--- src/rtl/hyperram_arbiter.sv ---
// hyperram_arbiter
//   Round-robin arbiter sharing one hyperram controller between NUM_REQ
//   requesters. The winner's command and the current latency settings are
//   latched at grant, launched with a one-cycle ram_transaction_begin pulse,
//   timed for BASE_CYCLES + wait + done latency cycles, then acknowledged
//   with a one-cycle ack pulse. Read data is captured as the transaction ends.
//
// Ports
//   clk, rst                 system clock, asynchronous active-low reset
//   req/req_write            per-requester request (held until ack) and direction
//   req_address/req_wdata    packed 32-bit fields, requester i at [32i+31:32i]
//   req_wmask                packed 4-bit byte masks, requester i at [4i+3:4i]
//   cfg_wait/done_latency    latencies sampled at grant time
//   ack                      one-hot completion pulse
//   rdata                    read data of the last completed read
//   busy                     high whenever the arbiter is not idle
//   ram_*                    latched command towards the controller
//   ram_read_data            controller read data, valid at end of transaction
module hyperram_arbiter #(
    parameter int unsigned NUM_REQ     = 4,
    parameter int unsigned BASE_CYCLES = 12
) (
    input  logic                    clk,
    input  logic                    rst,
    input  logic [NUM_REQ-1:0]      req,
    input  logic [NUM_REQ-1:0]      req_write,
    input  logic [NUM_REQ*32-1:0]   req_address,
    input  logic [NUM_REQ*32-1:0]   req_wdata,
    input  logic [NUM_REQ*4-1:0]    req_wmask,
    input  logic [5:0]              cfg_wait_latency,
    input  logic [5:0]              cfg_done_latency,
    output logic [NUM_REQ-1:0]      ack,
    output logic [31:0]             rdata,
    output logic                    busy,
    output logic                    ram_transaction_begin,
    output logic                    ram_write_enable,
    output logic [31:0]             ram_address,
    output logic [31:0]             ram_data_out,
    output logic [3:0]              ram_write_mask,
    output logic [5:0]              ram_wait_latency,
    output logic [5:0]              ram_done_latency,
    input  logic [31:0]             ram_read_data
);

    localparam int unsigned GW = (NUM_REQ > 1) ? $clog2(NUM_REQ) : 1;

    typedef enum logic [1:0] {
        S_IDLE,
        S_BEGIN,
        S_BUSY,
        S_DONE
    } state_t;

    state_t               state;
    logic [GW-1:0]        last_grant;
    logic [GW-1:0]        grant;
    logic [7:0]           counter;

    logic [GW-1:0]        winner;
    logic                 found;
    int unsigned          idx;
    logic                 sel_write;
    logic [31:0]          sel_address;
    logic [31:0]          sel_wdata;
    logic [3:0]           sel_wmask;
    logic [7:0]           n_cycles;
    logic [NUM_REQ-1:0]   grant_onehot;

    // Rotating priority: search starts just after the last served requester.
    always_comb begin
        winner = last_grant;
        found  = 1'b0;
        idx    = 0;
        for (int unsigned i = 1; i <= NUM_REQ; i++) begin
            idx = (32'(last_grant) + i) % NUM_REQ;
            if (!found && req[idx]) begin
                winner = GW'(idx);
                found  = 1'b1;
            end
        end
    end

    always_comb begin
        sel_write   = 1'b0;
        sel_address = '0;
        sel_wdata   = '0;
        sel_wmask   = '0;
        for (int unsigned i = 0; i < NUM_REQ; i++) begin
            if (winner == GW'(i)) begin
                sel_write   = req_write[i];
                sel_address = req_address[32*i +: 32];
                sel_wdata   = req_wdata[32*i +: 32];
                sel_wmask   = req_wmask[4*i +: 4];
            end
        end
    end

    always_comb begin
        grant_onehot = '0;
        for (int unsigned i = 0; i < NUM_REQ; i++) begin
            if (grant == GW'(i)) begin
                grant_onehot[i] = 1'b1;
            end
        end
    end

    // Parameter range keeps this sum within 8 bits.
    assign n_cycles = 8'(BASE_CYCLES) + 8'(cfg_wait_latency) + 8'(cfg_done_latency);

    always_ff @(posedge clk or negedge rst) begin
        if (!rst) begin
            state                 <= S_IDLE;
            last_grant            <= GW'(NUM_REQ - 1);
            grant                 <= '0;
            counter               <= '0;
            ack                   <= '0;
            rdata                 <= '0;
            busy                  <= 1'b0;
            ram_transaction_begin <= 1'b0;
            ram_write_enable      <= 1'b0;
            ram_address           <= '0;
            ram_data_out          <= '0;
            ram_write_mask        <= '0;
            ram_wait_latency      <= '0;
            ram_done_latency      <= '0;
        end else begin
            ram_transaction_begin <= 1'b0;
            ack                   <= '0;
            case (state)
                S_IDLE: begin
                    if (found) begin
                        grant                 <= winner;
                        ram_write_enable      <= sel_write;
                        ram_address           <= sel_address;
                        ram_data_out          <= sel_wdata;
                        ram_write_mask        <= sel_wmask;
                        ram_wait_latency      <= cfg_wait_latency;
                        ram_done_latency      <= cfg_done_latency;
                        counter               <= n_cycles - 8'd1;
                        ram_transaction_begin <= 1'b1;
                        busy                  <= 1'b1;
                        state                 <= S_BEGIN;
                    end
                end
                S_BEGIN: begin
                    state <= S_BUSY;
                end
                S_BUSY: begin
                    // Counter runs N-1..0, giving exactly N cycles in BUSY.
                    if (counter == 8'd0) begin
                        ack   <= grant_onehot;
                        if (!ram_write_enable) begin
                            rdata <= ram_read_data;
                        end
                        state <= S_DONE;
                    end else begin
                        counter <= counter - 8'd1;
                    end
                end
                S_DONE: begin
                    last_grant <= grant;
                    busy       <= 1'b0;
                    state      <= S_IDLE;
                end
                default: begin
                    state <= S_IDLE;
                end
            endcase
        end
    end

endmodule

--- config.mk ---
export PLATFORM = sky130hd
export DESIGN_NAME = hyperram_arbiter
export DESIGN_NICKNAME = d
export VERILOG_FILES = /design/src/rtl/hyperram_arbiter.sv
export SDC_FILE = /design/constraint.sdc
export NUM_CORES = 1
export LEC_CHECK = 0
export ABC_AREA = 1
export BUFFER_PORTS_ARGS = -buffer_cell sky130_fd_sc_hd__buf_4
export CAP_MARGIN = 5
export CORE_AREA = 2 2 171 173
export DETAILED_ROUTE_END_ITERATION = 7
export DIE_AREA = 0 0 173 175
export HOLD_SLACK_MARGIN = 0.08
export SYNTH_ARGS = -nofsm -noshare
export SYNTH_HDL_FRONTEND = slang
export SYNTH_SLANG_ARGS = --single-unit
export TNS_END_PERCENT = 5
--- constraint.sdc ---
create_clock -name clk -period 5.5 [get_ports clk]
set_input_delay 0.55 -clock clk [delete_from_list [all_inputs] [get_ports clk]]
set_output_delay 0.55 -clock clk [all_outputs]
set_load 0.01 [all_outputs]
After elaboration in Yosys (flattened, before gate mapping):

Cells that the tools add are included.

* flip-flop bits (word level): 133
* bits in latches: 0
* bits in writable memories: 0
* memory bits (read-only): 0
* input bits: 326
* output and inout bits: 119
* memories kept: 0

* add/sub/neg operators: 8
* multiply operators: 0
* div/mod/pow operators: 0
* $lt $le $gt $ge: 4
* equality and inequality tests: 12
* shift-type cells: 0
* multiplexer cells: 48
* bitwise logic cells: 1
* reductions and logical operators: 17

Operators with widths (number)
* 32-bit two-way mux: 8
* 4-bit two-way mux: 6
* 1-bit two-way mux: 19
* 8-bit two-way mux: 2
* 8-bit case mux with 2 select lines: 1
* 8-bit by 1-bit subtractor with 8-bit output, second input constant: 2
* 2-bit == test, second input constant: 6
* 2-bit by 3-bit < comparator with 1-bit output, second input constant: 4
* 2-bit two-way mux: 6
* 7-bit by 6-bit adder with 8-bit output: 1
* 1-bit binary-select mux with 2-bit select: 4
* 8-bit logical NOT: 1
* 2-bit case mux with 4 select lines: 1
* 4-bit by 6-bit adder with 7-bit output, first input constant: 1
* 2-bit by 1-bit == test with 1-bit output, second input constant: 3
* 2-bit logical NOT: 3
* 2-bit != test, second input constant: 3
* 2-bit AND reduction: 3
* 3-bit AND reduction: 2
* 2-bit by 1-bit adder with 2-bit output, second input constant: 2
* 2-bit adder, second input constant: 2
* 2-bit nonzero test: 2
* 1-bit logical AND: 3
* 1-bit logical NOT: 3
* other kinds (2): 2

Logic depth before layout (Yosys ltp):

* depth in word-level cells: 18
* gate-level depth with buffers: 17
* depth with buffers taken out: 16

Worst setup path after synthesis:

No wires, ideal clock.

* path type: reg-to-reg
* start: register counter[0]
* end: register rdata[10]
* arrival time: 2021 ps
* path slack: 3354 ps
* cell stages (with the launch flop): 13
* buffers on the path: 1
* period minus slack after synthesis: 2146 ps
* path through: dfrtp_1 -> inv_1 -> ha_1 -> inv_1 -> nor2_1 -> nand3_1 -> nor2_1 -> nand2_1 -> nor2_1 -> inv_1 -> nor2_1 -> buf_2 -> mux2_2

* cells in the longest elaborated chain, start to end: 2

Ends and longest elaborated chain
* from (decl): line 57 `logic [7:0] counter;`
* from (signal assigned): line 139 `counter <= n_cycles - 8'd1;`
* from (signal assigned): line 157 `counter <= counter - 8'd1;`
* 8-bit logical NOT: line 150 `if (counter == 8'd0) begin`
* 3-bit AND reduction (no source line)
* to (signal assigned): line 153 `rdata <= ram_read_data;`
* to (decl): line 33 `output logic [31:0] rdata,`

No other way between the ends.
A chain may end at the register's enable or synchronous reset.

Worst setup path after layout:

* start: register last_grant[0]
* end: register ram_data_out[10]

* cells in the longest elaborated chain, start to end: 18

Ends and longest elaborated chain
* from (decl): line 55 `logic [GW-1:0] last_grant;`
* from (signal assigned): line 113 `last_grant <= GW'(NUM_REQ - 1);`
* from (signal assigned): line 161 `last_grant <= grant;`
* 2-bit by 1-bit adder with 2-bit output: line 75 `idx = (32'(last_grant) + i) % NUM_REQ;`
* 1-bit binary-select mux with 2-bit select: line 76 `if (!found && req[idx]) begin`
* 1-bit two-way mux (implied by the code): line 76
* 1-bit two-way mux: line 76
* 1-bit logical NOT: line 76
* 1-bit logical AND: line 76
* 1-bit two-way mux: line 76
* 1-bit logical NOT: line 76
* 1-bit logical AND: line 76
* 1-bit two-way mux: line 76
* 1-bit logical NOT: line 76
* 1-bit logical AND: line 76
* 2-bit two-way mux: line 76
* 2-bit logical NOT: line 89 `if (winner == GW'(i)) begin`
* 32-bit two-way mux (4 in series): line 89
* to (signal assigned): line 135 `ram_data_out <= sel_wdata;`
* to (decl): line 38 `output logic [31:0] ram_data_out,`

Parallel ways exist; a longest one is shown, timed or not. The select of a mux whose other input is x is not followed.

==> out/metrics.csv <==
metric,value,unit
PortBufs,444,
WL final,32.1,mm
CTS Buf Count,17,
vias in the first global route,8787,
Slowest cell on crit path,nand2_4,
status,"finished, final reports clean",
# IOs,445,
CTS tree,built,
Final #Nets,1874,
skew final,11.5,ps
final hold slack,118,ps
post-synthesis cell count,1124,
Worst EP required,5810,ps
setup ws final,1590,ps
Mean Syn Cell Area,7.15,µm²
setup violators final,0,
IR Drop Worst-Case VDD,0.509,mV
GRT Util Overall,20.7,%
synth top area cells,"dfrtp_1, nand2_1, o21ai_0",
fin. max-slew vios,0,
worst hold-check path type,primary input to asynchronous set/reset pin,
drt wl/cell,16.6,µm
Vias/cell,4.59,
most frequent cells in the layout,"buf_4, nand2_1, dfrtp_1",
initial antenna violation count,5,
Final ANT Viol Nets,0,
Synth Register Bits,133,
PwrDens,665,nW/µm²
# DRC,0,
via count,8865,
worst-margin pin slew,1010,ps
Post-Place Setup Slack,1590,ps
Critical Path AT,4220,ps
Multi-input gate area,3880,µm²
Register Area,3330,µm²
Longest Clk Path Bufs,2,
endpoint type of the worst setup path,register,
Post-CTS Hold Buffers,0,
critical path's largest stage delay,820,ps
"Distinct cells, synth",35,
post-synth top area cell,dfrtp_1,
Yosys top cell area share,40.8,%
router iterations before antenna repair,5,
post-CTS setup buffers,0,
CP max FO,77,
Fill cells,2984,
HPWL after detailed placement,23.7,mm
initial drt markers,609,
largest net degree at the start of global routing,88,
layout cells sized above 1,35.0,%
RSZ-0062 raised after global routing,false,
Layout area overhead,51.5,%
clock slew at reported path FFs,70,ps
fmax,256,MHz
most common library cell in the layout ignoring fill and taps,buf_4,
FP Rows,62,
"Clk Latency, worst-skew pair",420,ps
critical path type,register to register,
CTS sink count,133,
placed cell count,1896,
Crit path max-delay family,simple AND/OR/NAND/NOR gates,
headroom to the max-slew limit,32.6,%
initial core utilization,28.3,%
Pleak,6.82,nW
Final GP Congestion,0.889,
H-tree depth,4,
grt total ovfl,0,
Root Driver,clkbuf_16,
post-synthesis sequential area ratio,41.5,%
die area,30300,µm²
Layout Utilization,42.9,%
post-cts resize count,0,
Non-Filler Instances,1933,
CP bufs+invs,2,
CP cell instances,"inv_6, nand2_1, nand2_2, nand2_2, nand2_4, o21ai_1, nand3_2, nand2_4, nand2_4, o21ai_0, inv_1, nand2_1, nand2_1",
synthesized area,8030,µm²
Die X,173,µm
Synth warnings,0,
CP startpoint kind,register,
period utilization,71.1,%
syn nets,1467,
Die Span Y,175,µm
core area,28400,µm²
setup total negative slack,0,ps
minimum clock period,3910,ps
"Hold Violations, Final",0,
first-pass GRT wire length,49.3,mm
max_cap viols,0,
[final cells by class]
type                    instances  share of cell area, %
diodes                          5                  0.103
clock buffers                  17                   3.50
clock inverters                15                   1.26
inverters                     133                   4.16
multi-input cells             796                   31.9
flip-flops and latches        133                   27.4
well taps                     384                   3.95
repair buffers                450                   27.8
[sequential cells by signal (all words and copies together), names as in the netlist, 4 cells and up]
name,cells
ram_address,32
ram_data_out,32
rdata,32
counter,8
ram_done_latency,6
ram_wait_latency,6
ack,4
ram_write_mask,4
[worst register-to-register path, cell delays in order (launching register included)]
cell	delay (ps)
dfstp_2	660
inv_6	80
nand2_1	80
nand2_2	80
nand2_2	110
nand2_4	70
o21ai_1	160
nand3_2	410
nand2_4	820
nand2_4	720
o21ai_0	450
inv_1	70
nand2_1	70
nand2_1	40
[per-layer routing]
| layer | vias to the layer above | global-route usage (%) | part of all wire, % |
|---|---|---|---|
| met5 | - | 0 | 0 |
| met4 | 0 | 6.36 | 2.3 |
| met2 | 344 | 35.4 | 49 |
| met3 | 35 | 5.94 | 7.3 |
| li1 | 4388 | - | - |
| met1 | 4098 | 25.1 | 41 |
[where the power goes]
part           leakage [nW]  internal [W]  switching (W)
Combinational          4.92       0.00182        0.00343
Sequential             1.62       0.00143       0.000264
Clock                 0.279      0.000606       0.000540
Total                  6.82       0.00386        0.00424
[metrics by stage]
step	instance area [µm²]	power, W
global route	12200	0.00885
finish	12200	0.00809
floorplan	8030	0.00527
detailed placement	11600	0.00703
CTS	12200	0.00821
global placement	11600	0.00693
[cell families after synthesis]
family                   Yosys count  share of synthesized area [%]
XOR/XNOR                           5                          0.545
adder cells (fa/ha/maj)           17                           2.74
flip-flops                       133                           41.5
multiplexers                      32                           4.49
AO/OA/AOI/OAI                    162                           10.4
AND/OR/NAND/NOR                  580                           30.0
buffers and inverters            195                           10.4
[Yosys cell counts]
cell / n
ha_1: 16
nor3_1: 5
buf_6: 5
nand2_2: 4
dfrtp_1: 131
nand3_2: 2
buf_4: 9
nor4_1: 1
nand2_4: 4
o22ai_1: 1
dfstp_2: 2
a21o_1: 1
clkinv_1: 1
clkbuf_1: 31
xnor2_1: 2
xor2_1: 3
a31oi_1: 2
nor2_8: 1
o21ai_0: 108
nand2_1: 431
mux2_2: 32
nor2_4: 2
inv_6: 1
o211ai_1: 3
inv_2: 7
o221ai_1: 2
nand3_1: 93
buf_2: 17
o21ai_1: 32
a21oi_1: 13
inv_1: 123
nor2_1: 26
fa_1: 1
nand4_1: 11
inv_4: 1
[worst paths after layout]
| kind | start | to | slack (ps) | depth (start not counted) |
|---|---|---|---|---|
| worst max-delay path | last_grant[0]$_DFFE_PN1P_ | ram_data_out[10]$_DFFE_PN0P_ | 1590 | 13 |
| worst min-delay path | rst | ram_wait_latency[5]$_DFFE_PN0P_ | 120 | 1 |
| worst max register to register | last_grant[0]$_DFFE_PN1P_ | ram_data_out[10]$_DFFE_PN0P_ | 1590 | 13 |
| worst min register to register | ram_data_out[1]$_DFFE_PN0P_ | ram_data_out[1]$_DFFE_PN0P_ | 480 | 2 |
| max in group asynchronous | rst | ram_address[22]$_DFFE_PN0P_ | 3960 | 2 |
| min in group clk | cfg_done_latency[4] | ram_done_latency[4]$_DFFE_PN0P_ | 330 | 3 |
No activity file was read; power rests on OpenSTA's default activity.
